==> src/rtl/reg_bank_inc.sv <==
`default_nettype none
// ============================================================================
// Module      : reg_bank_inc
// Description : Bank of NCH independent WIDTH-bit registers. Each channel has
//               its own clear, write, increment and decrement controls, which
//               are resolved in that order of precedence. Arithmetic either
//               wraps or saturates. A sticky overflow flag records any wrap or
//               clamp. A registered readout lane returns the pre-update value
//               together with a one-cycle valid pulse.
// Revision    : 1.0 - initial release
// ============================================================================
module reg_bank_inc #(
    parameter int unsigned      WIDTH = 16,
    parameter int unsigned      NCH   = 4,
    parameter logic [WIDTH-1:0] STEP  = WIDTH'(1),
    parameter bit               SAT   = 1'b0
) (
    input  logic                   clk,
    input  logic                   RST_N,
    input  logic [NCH-1:0]         CLR,
    input  logic [NCH-1:0]         WR,
    input  logic [NCH-1:0]         INC,
    input  logic [NCH-1:0]         DEC,
    input  logic [NCH-1:0]         LDBUS,
    input  logic [NCH*WIDTH-1:0]   BIN,
    output logic [NCH*WIDTH-1:0]   BOUT,
    output logic [NCH-1:0]         BVALID,
    output logic [NCH-1:0]         OVF
);

    localparam logic [WIDTH-1:0] c_max  = {WIDTH{1'b1}};
    localparam logic [WIDTH-1:0] c_zero = '0;

    // Packed so that element i lines up with lane i of BIN/BOUT.
    logic [NCH-1:0][WIDTH-1:0] r_reg;
    logic [NCH-1:0][WIDTH-1:0] r_bout;
    logic [NCH-1:0]            r_bvalid;
    logic [NCH-1:0]            r_ovf;

    // Extra top bit carries the carry-out (sum) or borrow (difference).
    logic [NCH-1:0][WIDTH:0]   w_sum;
    logic [NCH-1:0][WIDTH:0]   w_diff;

    // Per-channel step arithmetic, widened by one bit to expose carry/borrow.
    always_comb begin
        w_sum  = '0;
        w_diff = '0;
        for (int i = 0; i < NCH; i++) begin
            w_sum[i]  = {1'b0, r_reg[i]} + {1'b0, STEP};
            w_diff[i] = {1'b0, r_reg[i]} - {1'b0, STEP};
        end
    end

    // Channel state update and readout capture; readout samples the value held before this edge.
    always_ff @(posedge clk or negedge RST_N) begin
        if (!RST_N) begin
            r_reg    <= '0;
            r_bout   <= '0;
            r_bvalid <= '0;
            r_ovf    <= '0;
        end else begin
            r_bvalid <= LDBUS;
            for (int i = 0; i < NCH; i++) begin
                if (LDBUS[i]) begin
                    r_bout[i] <= r_reg[i];
                end

                if (CLR[i]) begin
                    r_reg[i] <= c_zero;
                    r_ovf[i] <= 1'b0;
                end else if (WR[i]) begin
                    r_reg[i] <= BIN[i*WIDTH +: WIDTH];
                end else if (INC[i]) begin
                    if (w_sum[i][WIDTH]) begin
                        r_reg[i] <= SAT ? c_max : w_sum[i][WIDTH-1:0];
                        r_ovf[i] <= 1'b1;
                    end else begin
                        r_reg[i] <= w_sum[i][WIDTH-1:0];
                    end
                end else if (DEC[i]) begin
                    if (w_diff[i][WIDTH]) begin
                        r_reg[i] <= SAT ? c_zero : w_diff[i][WIDTH-1:0];
                        r_ovf[i] <= 1'b1;
                    end else begin
                        r_reg[i] <= w_diff[i][WIDTH-1:0];
                    end
                end
            end
        end
    end

    assign BOUT   = r_bout;
    assign BVALID = r_bvalid;
    assign OVF    = r_ovf;

endmodule
`default_nettype wire
==> config.mk <==
export PLATFORM = sky130hd
export DESIGN_NAME = reg_bank_inc
export DESIGN_NICKNAME = d
export VERILOG_FILES = /design/src/rtl/reg_bank_inc.sv
export SDC_FILE = /design/constraint.sdc
export NUM_CORES = 1
export LEC_CHECK = 0
export ABC_CLOCK_PERIOD_IN_PS = 5430
export BUFFER_PORTS_ARGS = -buffer_cell sky130_fd_sc_hd__buf_2
export CAP_MARGIN = 20
export CELL_PAD_IN_SITES_DETAIL_PLACEMENT = 0
export CELL_PAD_IN_SITES_GLOBAL_PLACEMENT = 1
export CORE_MARGIN = 2
export CORE_UTILIZATION = 45
export DETAILED_ROUTE_END_ITERATION = 10
export GPL_ROUTABILITY_DRIVEN = 0
export GPL_TIMING_DRIVEN = 0
export HOLD_SLACK_MARGIN = 0.02
export PLACE_DENSITY_LB_ADDON = 0.2
export SKIP_CTS_REPAIR_TIMING = 1
export SLEW_MARGIN = 15
export SYNTH_ARGS = -nofsm -noshare
export SYNTH_HDL_FRONTEND = slang
export SYNTH_SLANG_ARGS = --single-unit
==> constraint.sdc <==
create_clock -name clk -period 5.43 [get_ports clk]
set_clock_uncertainty 0.2 [all_clocks]
set_input_delay 1.086 -clock clk [delete_from_list [all_inputs] [get_ports clk]]
set_output_delay 1.086 -clock clk [all_outputs]
set_load 0.03 [all_outputs]
* Yosys cells after proc, flatten, opt, wreduce, memory -nomap -nowiden
Index checks and enable logic that the tools add are counted.
Widths: inputs -> output; s select.
** Cells by class
- Muxes and demuxes :: 40
- Eq/ne operators :: 8
- Reduce and logical (&&, ||, !) cells :: 16
- $add $sub $neg :: 8
** Operators with widths (count)
- $mux 16 :: 16
- $add 16x1->17 const B :: 4
- $sub 16x1->17 const B :: 4
- $mux 1 :: 24
- $reduce_bool 3->1 :: 8
- $reduce_and 4->1 :: 4
- $reduce_bool 4->1 :: 4
- $ne 3x2->1 const B :: 4
- $ne 2x2->1 const B :: 4
** Storage, ports and cells
- Register bits :: 136

* Depth between registers and ports, before layout
Gate-level depths: netlist (run 1).
- Word-level depth :: 6
- Mapped depth :: 8
- Depth with buffers taken out :: 7

* Least setup slack after synthesis (run 1)
OpenSTA, ideal clock, no wires.
- Kind :: input -> register
- Start :: input port INC[0]
- End :: register r_reg[13] in the netlist's numbering
- Path buffers :: 1
- Data required time :: 5.161 ns
- Arrival :: 2.559 ns
- Path slack :: 2.602 ns
- Cell stages on the path :: 6
- Cells stage by stage :: clkbuf_1 > or3_1 > nor3_1 > a31oi_1 > or4b_1 > nand3_1
** Between the ends
- Cells in the longest elaborated chain, start to end :: 3
** RTL lines
- start, declared :: RTL line 22 : input logic [NCH-1:0] INC,
- $mux 16 :: RTL line 73 : end else if (INC[i]) begin
- $mux 16 :: RTL line 71 : end else if (WR[i]) begin
- $mux 16 :: RTL line 68 : if (CLR[i]) begin
- end signal, assigned by index :: RTL line 69 : r_reg[i] <= c_zero;
- end signal, assigned by index :: RTL line 72 : r_reg[i] <= BIN[i*WIDTH +: WIDTH];
- end signal, assigned by index :: RTL line 75 : r_reg[i] <= SAT ? c_max : w_sum[i][WIDTH-1:0];
- end, declared :: RTL line 35 : logic [NCH-1:0][WIDTH-1:0] r_reg;
Parallel ways exist; a longest one is shown, timed or not.
A chain may end at the register's enable or synchronous reset.

* Worst setup path after layout (run 1)
- Start :: input port INC[0]
- End :: register r_reg[10] in the netlist's numbering
Same word-level chain as after synthesis.

==> results.md, run 1 <==
* Status: complete, no violations
* Family with the most delay on the worst path: buffers and inverters
* Final TNS setup at 0 ps
* Core area at 0.01641 mm^2
* Drt initial violations at 386
* Vias in the first global route at 6117
* Worst slack, placed at 2169 ps
* FMAX at 0.3541 GHz
* Antenna Nets Post-Route at 0
* Ant. Diodes at 0
* Setup WS post-layout at 2606 ps
* Post-synth top flop: dfrtp_1
* Multiplexer share of the synthesized area at 10.16%
* Avg WL per Cell at 16.57 um
* Asr flop ratio synth at 100.0%
* PD cells at 323.7 mW/mm^2
* Initial Util at 45.66%
* I/O Pins at 158
* Worst path bufs/invs at 2
* Critical Path End Type: flop
* Worst Tran Pin Value at 680.4 ps
* Worst setup path end: r_reg[10]$_DFFE_PN0P_
* Pleak at 0.004109 uW
* Row cnt at 47
* Startpoint Class: input pin
* EDFF count, synth at 0
* Fill cell count at 1527
* Seq cells post-synth at 136
* DR vias at 6529
* Tmin final at 2824 ps
* Warnings, synthesis at 0
* Headroom to the max-slew limit at 54.64%
* Layout overhead on the synthesized area at 22.77%
* Sequential-to-total area share from yosys stat at 45.43%
* Total power at 2977 uW
* Fin Hold WS at 299.4 ps
* Worst VDD drop at 0.2180 mV
* Final setup vio count at 0
* Max-Cap Viols at 0
* Post-Synth Simple-Gate Area at 20.08%
* Cells along the critical path: clkbuf_1 > clkbuf_1 > nor2_1 > a21oi_1 > nor3_1 > a2111oi_0
* Syn_nets at 873
* Vias per Instance at 5.519
* Number of port buffers at 151
* CP Class: input pin to flop
* CTS Root Cell: clkbuf_16
* R2r setup slk at 2960 ps
* Number of remaining DRC errors at 0
* Adder and majority gate portion of the synthesized area at 1.336%
* Synth area leader: dfrtp_1
* RR Startpoint: r_reg[22]$_DFFE_PN0P_
* Synth Cell Area at 0.007491 mm^2
* Synth area leaders: dfrtp_1, mux2_2, nor2_1
* WP data required at 5500 ps
* Worst-path clk slew at 60 ps
* Clk sinks at 136
* Crit path depth at 6
* Crit path top cell by count: clkbuf_1
* Fin crit share at 52.01%
* CTS Buf Count at 17
* Layout cells sized above 1 at 27.73%
* Pins Over Slew Limit at 0
* Post-synthesis compound-gate area fraction at 13.40%
* Die width at 133.0 um
* Reg-to-Reg End: r_reg[27]$_DFFE_PN0P_
* Mean Syn Cell Area at 9.616 um^2
* Largest net degree at the start of global routing at 84
* H-tree depth at 4
* Fin nets at 1044
* Gate Count Post-Synth at 779
* Global-route wire length before repair at 31680 um
* Initial antenna violation count at 0
* CP arrival at 2900 ps
* Dpl hpwl at 14500 um
* Total Routing Usage GR at 22.63%
* Crit-path max cell delay at 480 ps
* Die ar. at 0.01769 mm^2
* Setup crit start: INC[0]
* Final wirelength at 19610 um
* Pre-Repair DR Iteration Count at 5
* Largest family of logic cells by synthesized area: simple AND/OR/NAND/NOR gates
* Die Height at 133.0 um
* Reg2reg path depth at 6
* Min-Delay Path Class: flop to flop
* Yosys cell types at 63
* Hold Fails Final Rpt at 0
* TritonCTS clock tree: yes
* Clock Latency Late Sink at 420 ps
* Post-synthesis xor/xnor area fraction at 5.144%
* Crit-path max FO at 10
* Grt ovf at 0
* Share of the synthesized area in the top cell type at 45.43%
* CTS max path bufs at 2
* Unrepaired setup endpoints after global routing: false
* Crit path max-delay cell type: clkbuf_1
routing by layer:
metal	vias up	global-route usage [%]	share of wire [%]
li1	3184	-	-
met1	3135	32.60	48
met2	188	34.20	45
met3	22	5.517	5.3
met4	0	6.093	1.1
met5	-	0	0
cells in the mapped netlist, types with 3 or more instances:
library cell,instances
nand2b_1,5
nor4_1,27
or4_1,3
nor4b_1,4
a22oi_1,3
xnor2_1,21
clkbuf_1,47
and4_1,4
and3_1,9
nand4_1,21
and2_1,3
ha_1,8
buf_2,6
o31a_1,3
o32ai_1,4
a21oi_1,24
nand2_1,60
nor2b_1,6
a22o_1,3
or2_2,6
mux2_2,64
o31ai_1,6
buf_1,4
mux2i_1,4
xor2_1,23
dfrtp_1,136
nand3_1,25
o22ai_1,3
or3_1,16
nor3_1,23
nor2_1,69
a31oi_1,7
inv_1,22
a311oi_1,7
o21ai_0,35
nand3b_1,3
a211oi_1,26
a32oi_1,3
kinds of logic (layout without fill, tap and decap cells):
kind of cell | count (synthesis) | after routing
simple gates | 292 | 292
compound gates | 148 | 148
flops | 136 | 136
buf+inv | 83 | 267
mux | 68 | 68
xor+xnor | 44 | 44
fa+ha+maj | 8 | 8
metrics by stage:
stage               cell area (um^2)  utilization [%]  instances
finish                          9196            56.05       1183
global route                    9196            56.05       1183
CTS                             9196            56.05       1183
detailed placement              8559            52.17       1151
global placement                8522            51.94       1150
floorplan                       7491                -        779
report_power, final:
| group | switching [uW] | internal [uW] |
|---|---|---|
| registers | 69.0 | 1100 |
| logic | 352 | 207 |
| clock network | 461 | 787 |
| total | 882 | 2090 |
worst register-to-register path: cells and delay by family, from the launching register on:
family,cells,cell delay [ps]
AOI/OAI and AO/OA,1,280
and+or+nand+nor,3,1170
muxes,1,190
buffers and inverters,1,190
DFF,1,350
area by class of cell:
class                      count  area (um^2)  area share [%]
buffer                        59        244.0           2.653
clock buffer                  19        442.9           4.816
clock inverter                13        193.9           2.109
inverter                      24        90.09          0.9796
multi-input combinational    560         3754           40.82
sequential                   136         3403           37.01
tap                          220        275.3           2.993
timing repair buffer         152        793.3           8.626
layout by cell type (no fill, tap or decap), types with 8 or more instances in the layout:
master	netlist	layout
a21oi_1	24	24
nor3_1	23	23
nand2_1	60	60
xor2_1	23	23
ha_1	8	8
clkbuf_16	0	17
o21ai_0	35	35
a211oi_1	26	26
nand4_1	21	21
nor2_1	69	69
or3_1	16	16
dfrtp_1	136	136
clkbuf_1	47	48
inv_1	22	22
mux2_2	64	64
buf_2	6	156
xnor2_1	21	21
nor4_1	27	27
and3_1	9	9
nand3_1	25	25
worst min-delay path by stage:
stage / from / end / slack (ps) / depth (start not counted)
2_1_floorplan: r_reg[25]$_DFFE_PN0P_ / BOUT[25]$_DFFE_PN0P_ / 300 / 1
3_3_place_gp: BOUT[47]$_DFFE_PN0P_ / BOUT[47]$_DFFE_PN0P_ / 290 / 1
3_5_place_dp: BOUT[31]$_DFFE_PN0P_ / BOUT[31]$_DFFE_PN0P_ / 290 / 1
4_1_cts: BOUT[31]$_DFFE_PN0P_ / BOUT[31]$_DFFE_PN0P_ / 300 / 1
5_1_grt: BOUT[23]$_DFFE_PN0P_ / BOUT[23]$_DFFE_PN0P_ / 320 / 1
6_report: BOUT[26]$_DFFE_PN0P_ / BOUT[26]$_DFFE_PN0P_ / 300 / 1
(Power assumes the default switching activity.)
==> inputs of run 2 (changes only) <==
--- a/config.mk
+++ b/config.mk
@@ -5,13 +5,13 @@
 export SDC_FILE = /design/constraint.sdc
 export NUM_CORES = 1
 export LEC_CHECK = 0
-export ABC_CLOCK_PERIOD_IN_PS = 5430
+export ABC_CLOCK_PERIOD_IN_PS = 2700
 export BUFFER_PORTS_ARGS = -buffer_cell sky130_fd_sc_hd__buf_2
 export CAP_MARGIN = 20
 export CELL_PAD_IN_SITES_DETAIL_PLACEMENT = 0
 export CELL_PAD_IN_SITES_GLOBAL_PLACEMENT = 1
 export CORE_MARGIN = 2
-export CORE_UTILIZATION = 45
+export CORE_UTILIZATION = 42
 export DETAILED_ROUTE_END_ITERATION = 10
 export GPL_ROUTABILITY_DRIVEN = 0
 export GPL_TIMING_DRIVEN = 0
==> constraint.sdc (replaced) <==
create_clock -name clk -period 2.7 [get_ports clk]
set_clock_uncertainty 0.2 [all_clocks]
set_input_delay 0.54 -clock clk [delete_from_list [all_inputs] [get_ports clk]]
set_output_delay 0.54 -clock clk [all_outputs]
set_load 0.03 [all_outputs]
==> run 2 against run 1 <==
Net effect: power up 93%; clock power up 82%; global-route usage down 0.92 points; largest cell class unchanged; largest power group is now registers.
==> results.md, run 2 (synthesized netlist as in run 1, its figures left out) <==
* Status: complete, no violations
* Initial Util at 43.16% (-2.5 points)
* CP Class: flop to flop
* Headroom to the max-slew limit at 52.20% (-2.4 points)
* Final instance area at 0.009153 mm^2 (-0.48%)
* R2r setup slk at 260 ps (-2700 ps)
* WP data required at 2820 ps (-2680 ps)
* Cells along the critical path: inv_1 > ha_1 > nor4b_2 > and3_1 > a22oi_1 > or3_1 > a311oi_1
* Pleak at 0.004084 uW (-0.62%)
* Worst Tran Pin Value at 716.9 ps (+36.58 ps)
* RR Startpoint: r_reg[16]$_DFFE_PN0P_
* Multi-input combinational cell area at 0.003760 mm^2 (+0.17%)
* Core area at 0.01736 mm^2 (+5.8%)
* Crit path max-delay cell type: dfrtp_1
* Worst setup path end: r_reg[28]$_DFFE_PN0P_
* DR vias at 6484 (-0.69%)
* CTS Root Cell: clkbuf_16
* Setup crit start: r_reg[16]$_DFFE_PN0P_
* Initial antenna violation count at 0 (unchanged)
* Antenna Nets Post-Route at 0 (unchanged)
* Worst slack, placed at 71.66 ps (-2097 ps)
* Vias per Instance at 5.449 (-1.3%)
* Largest net degree at the start of global routing at 74 (-12%)
* Final setup vio count at 0 (unchanged)
* I/O Pins at 158 (unchanged)
* Pins Over Slew Limit at 0 (unchanged)
* Crit-path max FO at 7 (-3)
* TritonCTS clock tree: yes
* Critical Path End Type: flop
* Most frequent cells in the layout: buf_2, dfrtp_1, nor2_1
* Die Height at 137.6 um (+3.4%)
* Number of remaining DRC errors at 0 (unchanged)
* Fin nets at 1045 (+0.096%)
* FMAX at 0.4094 GHz
* Avg WL per Cell at 16.63 um (+0.31%)
* Setup WS post-layout at 257.2 ps (-2349 ps)
* Row cnt at 48 (+2.1%)
* Hold Fails Final Rpt at 0 (unchanged)
* Worst path bufs/invs at 1 (-1)
* Number of port buffers at 151 (unchanged)
* Total Routing Usage GR at 21.71% (-0.92 points)
* Dpl hpwl at 14300 um (-1.4%)
* DP Area at 0.008566 mm^2 (about the same)
* CTS Buf Count at 17 (unchanged)
* Layout cells sized above 1 at 27.39% (-0.34 points)
* FF+latch area at 0.003403 mm^2 (unchanged)
* Tmin final at 2443 ps
* Min-Delay Path Class: input pin to flop
* Die ar. at 0.01892 mm^2 (+6.9%)
* Drt initial violations at 282 (-27%)
* Fill cell count at 1667 (+9.2%)
* Most common cell after layout, fill and taps aside: buf_2
* Crit path depth at 7 (+1)
* Pre-Repair DR Iteration Count at 7 (+2)
* Family with the most delay on the worst path: simple AND/OR/NAND/NOR gates
* Unrepaired setup endpoints after global routing: false
* Final wirelength at 19780 um (+0.90%)
* Fin crit share at 90.47%
* Layout overhead on the synthesized area at 22.18%
* PD cells at 628.3 mW/mm^2 (+94%)
* CP arrival at 2570 ps (-330 ps)
* Reg2reg path depth at 7 (+1)
* Worst VDD drop at 0.4566 mV (+110%)
* CTS max path bufs at 2 (unchanged)
* Vias in the first global route at 6195 (+1.3%)
* Reg-to-Reg End: r_reg[28]$_DFFE_PN0P_
* Grt ovf at 0 (unchanged)
* Worst-path clk slew at 60 ps (about the same)
* Startpoint Class: flop
* H-tree depth at 4 (unchanged)
* Crit-path max cell delay at 480 ps (about the same)
* Fin Hold WS at 32.02 ps (-267.3 ps)
* Global-route wire length before repair at 32340 um (+2.1%)
* Max-Cap Viols at 0 (unchanged)
* Die width at 137.6 um (+3.4%)
* Clock Latency Late Sink at 420 ps (about the same)
* Clk sinks at 136 (unchanged)
-- run 2: how the worst min path moves through the flow --
stage / start / endpoint / depth (start not counted)
finish: LDBUS[1] / BVALID[1]$_DFF_PN0_ / 1
global route: LDBUS[1] / BVALID[1]$_DFF_PN0_ / 1
CTS: RST_N / BOUT[47]$_DFFE_PN0P_ / 1
detailed placement: BOUT[45]$_DFFE_PN0P_ / BOUT[45]$_DFFE_PN0P_ / 1
global placement: BOUT[46]$_DFFE_PN0P_ / BOUT[46]$_DFFE_PN0P_ / 1
floorplan: RST_N / BOUT[0]$_DFFE_PN0P_ / 0
-- run 2: power breakdown --
group	switching [uW]	total, uW	leakage [uW]	internal (uW)
logic	708	1130	0.00203	419
clock network	871	2270	0.000278	1400
registers	136	2350	0.00177	2210
-- run 2: cell type report --
type,count,share of cell area (%)
diodes,1,0.02734
plain buffers,59,2.666
clock buffers,24,5.154
clock inverters,8,1.053
inverters,24,0.9843
multi-input cells,560,41.08
flip-flops and latches,136,37.18
well taps,225,3.076
repair buffers,153,8.776
-- run 2: through the flow --
stage	utilization (%)	setup TNS (ps)	std cells	power, uW
6_report	52.73	0	1190	5751
2_1_floorplan	-	0	779	3119
3_3_place_gp	49.13	-144710	1155	3497
5_1_grt	52.72	0	1189	6033
4_1_cts	52.62	0	1188	5811
3_5_place_dp	49.35	0	1156	3516
-- run 2: metal layers --
layer / global-route usage [%] / vias to the layer above / routed length (um)
met3: 4.930 / 14 / 1029
met2: 34.05 / 153 / 9113
met4: 5.613 / 0 / 210
met1: 30.38 / 3128 / 9430
li1: - / 3189 / -
met5: 0 / - / 0
